`config.mk`:
```
export PLATFORM = sky130hd
export DESIGN_NAME = mulfold_c_gen
export DESIGN_NICKNAME = d
export VERILOG_FILES = /design/src/rtl/mulfold_c_gen_pkg.sv /design/src/rtl/mulfold_c_gen.sv
export SDC_FILE = /design/constraint.sdc
export NUM_CORES = 1
export LEC_CHECK = 0
export CAP_MARGIN = 20
export CORE_MARGIN = 2
export CORE_UTILIZATION = 35
export CTS_BUF_LIST = sky130_fd_sc_hd__clkbuf_8
export CTS_CLUSTER_DIAMETER = 200
export DETAILED_ROUTE_END_ITERATION = 12
export HOLD_SLACK_MARGIN = 0.12
export SLEW_MARGIN = 30
export SYNTH_ARGS = -nofsm -noshare
export SYNTH_HDL_FRONTEND = slang
export SYNTH_SLANG_ARGS = --single-unit
```
`constraint.sdc`:
```
create_clock -name clk -period 4.7 [get_ports clk]
set_input_delay 0.705 -clock clk [delete_from_list [all_inputs] [get_ports clk]]
set_output_delay 0.705 -clock clk [all_outputs]
set_load 0.05 [all_outputs]
```
`src/rtl/mulfold_c_gen_pkg.sv`:
```
// rtl/mulfold_c_gen_pkg.sv - shared constants and FSM encoding for the mod-(2^13-1) multiply/fold producer
`ifndef Datawidth
`define Datawidth 16
`endif

package mulfold_c_gen_pkg;

    localparam int W_DEFAULT     = 13;
    localparam int CNT_W_DEFAULT = 4;
    localparam int MOD           = (1 << W_DEFAULT) - 1;
    localparam int DW            = `Datawidth;

    typedef enum logic [1:0] {
        IDLE = 2'd0,
        MUL  = 2'd1,
        FOLD = 2'd2
    } state_t;

endpackage

```
`src/rtl/mulfold_c_gen.sv`:
```
// rtl/mulfold_c_gen.sv - shift-add a*b with one high+low fold onto c/en; optional MULFOLD_EARLY_EXIT_EN
module mulfold_c_gen
    import mulfold_c_gen_pkg::*;
#(
    parameter int W     = W_DEFAULT,
    parameter int CNT_W = CNT_W_DEFAULT
) (
    input  logic                  clk,
    input  logic                  reset,
    input  logic                  start,
    input  logic [W-1:0]          a,
    input  logic [W-1:0]          b,
    output logic                  busy,
    output logic [`Datawidth-1:0] c,
    output logic                  en
);

    state_t           state;
    logic [2*W-1:0]   acc;
    logic [2*W-1:0]   a_sh;
    logic [W-1:0]     b_sh;
    logic [CNT_W-1:0] cnt;

    logic [W:0]       fold_sum;
    logic [W-1:0]     b_next;
    logic             last_step;

    // Single fold only; the downstream stage absorbs the carry in bit W.
    assign fold_sum = {1'b0, acc[2*W-1:W]} + {1'b0, acc[W-1:0]};
    assign b_next   = b_sh >> 1;

`ifdef MULFOLD_EARLY_EXIT_EN
    assign last_step = (cnt == CNT_W'(W - 1)) || (b_next == '0);
`else
    assign last_step = (cnt == CNT_W'(W - 1));
`endif

    always_ff @(posedge clk or negedge reset) begin
        if (!reset) begin
            state <= IDLE;
            busy  <= 1'b0;
            en    <= 1'b0;
            c     <= '0;
            acc   <= '0;
            a_sh  <= '0;
            b_sh  <= '0;
            cnt   <= '0;
        end else begin
            en <= 1'b0;
            case (state)
                IDLE: begin
                    if (start) begin
                        a_sh  <= {{W{1'b0}}, a};
                        b_sh  <= b;
                        acc   <= '0;
                        cnt   <= '0;
                        busy  <= 1'b1;
                        state <= MUL;
                    end
                end
                MUL: begin
                    if (b_sh[0]) begin
                        acc <= acc + a_sh;
                    end
                    a_sh <= a_sh << 1;
                    b_sh <= b_next;
                    cnt  <= cnt + 1'b1;
                    if (last_step) begin
                        state <= FOLD;
                    end
                end
                FOLD: begin
                    c     <= DW'(fold_sum);
                    en    <= 1'b1;
                    busy  <= 1'b0;
                    state <= IDLE;
                end
                default: begin
                    state <= IDLE;
                end
            endcase
        end
    end

endmodule

```
==> Flow_metrics.wiki <==
{| class="wikitable"
! Metric !! Value
|-
| Outcome || complete, no violations
|-
| Worst Setup Start Kind || flip-flop
|-
| PortBufs || 44
|-
| Remaining number of nets flagged by the antenna check after routing || 0
|-
| Share of synthesized flip-flops with an asynchronous set or reset || 100%
|-
| Vias || 4447
|-
| Met1 wire length || 6.36 mm
|-
| Clock tree skew after final layout || 16.8 ps
|-
| CTS tree || done
|-
| Number of antenna violations at the first check in global routing || 0
|-
| Reg clk slew, reported paths || 90 ps
|-
| Required time at the worst-slack endpoint || 4930 ps
|-
| Critical path start-end classification || flip-flop to flip-flop
|-
| Timing-limited maximum frequency || 341 MHz
|-
| Count of buffers added by post-CTS timing repair for setup || 0
|-
| Commonest register cell after synthesis || sky130_fd_sc_hd__dfrtp_1
|-
| Worst Reg-to-Reg Cells || 11
|-
| Type of the tightest min-delay check || input pin to asynchronous set/reset pin
|-
| Endpoint of the worst register-to-register path || c[12]
|-
| # DRC || 0
|-
| Signed area change from the synthesized netlist to the final layout || 16.0%
|-
| Worst Setup End Kind || flip-flop
|-
| Initial core utilization || 36.1%
|-
| Weighted congestion reported at the end of routability-driven placement || 0.886
|-
| Master cell of the clock root buffer || sky130_fd_sc_hd__clkbuf_8
|-
| Worst setup slack for register-to-register paths || 1770 ps
|-
| Beginning of the worst register-to-register path || acc[13]
|-
| Clock latency on the worst-skew pair || 380 ps
|-
| Hold Violations, Final || 0
|-
| Highest layer used for signal routing || met4
|-
| First-pass iteration count of the detailed router || 5
|-
| Number of resized instances in the post-cts repair step || 0
|-
| Die outline width || 127 um
|-
| Total routing usage reported by global routing || 16.8%
|-
| Final sum of negative setup slack || 0 ps
|-
| Met3 routed wirelength || 614 um
|-
| Post-layout util || 41.8%
|-
| Via-to-Cell Ratio || 5.29
|-
| Core footprint || 14600 sq um
|-
| Final wirelength || 12.9 mm
|-
| Fin nets || 722
|-
| Layout cells sized above 1 || 4.12%
|-
| Detailed Route Iter0 Violations || 255
|-
| Fillers || 1437
|-
| Critical path's largest stage delay || 440 ps
|-
| Number of storage elements in the synthesis netlist || 87
|-
| Library cell contributing the largest single delay on the critical path || sky130_fd_sc_hd__dfrtp_1
|-
| Most area-hungry cell type in the Yosys netlist || sky130_fd_sc_hd__dfrtp_1
|-
| Std cell rows || 44
|-
| Ant diodes || 0
|-
| Vias in the first global route || 4400
|-
| Wire length of the first global-routing pass || 21.6 mm
|-
| Data arrival time of the critical path || 3160 ps
|-
| Slew of the pin with the lowest slew margin || 857 ps
|-
| Setup repair after global routing missed its margin || false
|-
| Ordered list of cells on the worst path || ha_1, fa_1, a21o_1, a21oi_1, o21ai_1, a31oi_1, nor2b_1, o21a_1, o41ai_1, xor2_1, o21ai_1
|-
| Buffer levels on the longest clock path || 2
|-
| Number of ports placed on the die boundary || 47
|-
| Area taken by multi-input logic gates || 2910 sq um
|-
| Yosys warns || 0
|-
| Post-CTS Hold Buffers || 0
|-
| WL per Instance || 15.4 um
|-
| Area share of the largest cell type after synthesis || 41.4%
|-
| Number of enable-type register cells in the synthesized netlist || 0
|-
| Post-DP HPWL || 9.57 mm
|-
| Maximum number of pins on one net before global-route repair || 65
|-
| Clock sink total || 87
|-
| Final worst-path cycle share || 62.4%
|-
| Cell area after synthesis || 5260 sq um
|-
| Count of different cell masters after synthesis || 52
|-
| Synthesized instance count || 619
|-
| Mean area per synthesized cell || 8.50 sq um
|-
| H-tree levels || 3
|-
| Final global-route overflow total || 0
|-
| Main area contributors after synthesis || sky130_fd_sc_hd__dfrtp_1, sky130_fd_sc_hd__nand2_1, sky130_fd_sc_hd__ha_1, sky130_fd_sc_hd__a31oi_1, sky130_fd_sc_hd__nor2_1
|-
| Sequential area share after synthesis || 41.4%
|-
| Num CTS Buffers || 9
|-
| Height of the chip || 127 um
|-
| Area taken by flip-flops and latches || 2180 sq um
|-
| Detail Route met2 WL || 5.72 mm
|-
| Worst max-slew margin expressed relative to the limit || 42.7%
|-
| Crit path max fanout || 3
|-
| Most common cell on crit path || sky130_fd_sc_hd__o21ai_1
|-
| Die outline area || 16000 sq um
|-
| Leading post-synthesis cells by instance count || sky130_fd_sc_hd__nand2_1, sky130_fd_sc_hd__dfrtp_1, sky130_fd_sc_hd__nor2_1, sky130_fd_sc_hd__ha_1
|-
| Final count of negative-setup-slack endpoints || 0
|-
| Post-layout min period || 2930 ps
|-
| Final-report max-slew violation count || 0
|-
| Most used standard cell by instance count after synthesis || sky130_fd_sc_hd__nand2_1
|-
| Max Cap Viol || 0
|}
sequential cells by signal, summed over array words and instances (netlist names):
name and count:
c 14, en 1, busy 1, cnt 4
state 2, b_sh 13, acc 26, a_sh 26
stage by stage:
| stage | setup WS [ps] | area, sq um | cells | hold slack [ps] |
|---|---|---|---|---|
| after detailed placement | 1640 | 5860 | 823 | 475 |
| after floorplan | 2120 | 5270 | 620 | 409 |
| after CTS | 1740 | 6090 | 839 | 452 |
| after global routing | 1540 | 6100 | 840 | 486 |
| final | 1770 | 6100 | 840 | 420 |
| after global placement | 1680 | 5860 | 823 | 452 |
routing by layer:
layer | vias to the layer above | global-route usage, %
met5 | - | 0
met4 | 0 | 5.82
met3 | 14 | 3.71
met2 | 110 | 26.6
met1 | 2093 | 22.7
li1 | 2230 | -
worst max-delay path by stage:
stage | cells after the start | from | slack [ps] | endpoint
after floorplan | 10 | acc[1] | 2120 | c[13]
after global placement | 6 | start | 1680 | acc[25]
after detailed placement | 6 | start | 1640 | acc[25]
after CTS | 11 | acc[13] | 1740 | c[12]
after global routing | 12 | acc[0] | 1540 | acc[24]
final | 11 | acc[13] | 1770 | c[12]
kinds of logic (layout without fill, tap and decap cells):
logic type | Yosys count | in the layout | share of synthesized area, %
muxes | 1 | 1 | 0.190
xor gates and xnor gates | 31 | 31 | 5.16
other | 1 | 2 | 0.0713
adders and majority gates | 42 | 42 | 10.3
DFF | 87 | 87 | 41.4
and+or+nand+nor | 250 | 250 | 20.3
buffers and inverters | 50 | 86 | 3.71
AOI/OAI and AO/OA | 157 | 157 | 18.9
area by class of cell:
type                            instances  share of cell area, %
Timing Repair Buffer                   50                   8.04
Multi-Input combinational cell        483                   47.6
Clock inverter                          5                   1.19
Inverter                               20                   1.23
Tap cell                              184                   3.77
Sequential cell                        87                   35.7
Clock buffer                           11                   2.48
layout by cell type (no fill, tap or decap), types with 3 or more instances in the layout:
cell / count
sky130_fd_sc_hd__a211o_1: 3
sky130_fd_sc_hd__a22o_1: 6
sky130_fd_sc_hd__nand3_1: 23
sky130_fd_sc_hd__a31oi_1: 31
sky130_fd_sc_hd__o21a_1: 3
sky130_fd_sc_hd__clkdlybuf4s50_1: 43
sky130_fd_sc_hd__ha_1: 40
sky130_fd_sc_hd__xnor2_1: 17
sky130_fd_sc_hd__o21ai_0: 32
sky130_fd_sc_hd__inv_1: 21
sky130_fd_sc_hd__o31ai_1: 5
sky130_fd_sc_hd__nor3_1: 12
sky130_fd_sc_hd__and3_1: 6
sky130_fd_sc_hd__o21ai_1: 13
sky130_fd_sc_hd__buf_4: 6
sky130_fd_sc_hd__a21o_1: 11
sky130_fd_sc_hd__o21bai_1: 5
sky130_fd_sc_hd__xor2_1: 14
sky130_fd_sc_hd__nor2b_1: 4
sky130_fd_sc_hd__dfrtp_1: 87
sky130_fd_sc_hd__nor2_1: 48
sky130_fd_sc_hd__clkbuf_8: 11
sky130_fd_sc_hd__a21oi_1: 32
sky130_fd_sc_hd__nand4_1: 4
sky130_fd_sc_hd__nand2_1: 137
critical path: cells and delay by family, from the launching register on:
family	cells	cell delay [ps]
flops	1	440
fa+ha+maj	2	670
simple gates	1	70
xor+xnor	1	190
compound gates	7	1420
Power is left out: the tool's default activity adds up to more than one toggle a clock period on the data nets, which glitch-free logic cannot reach.
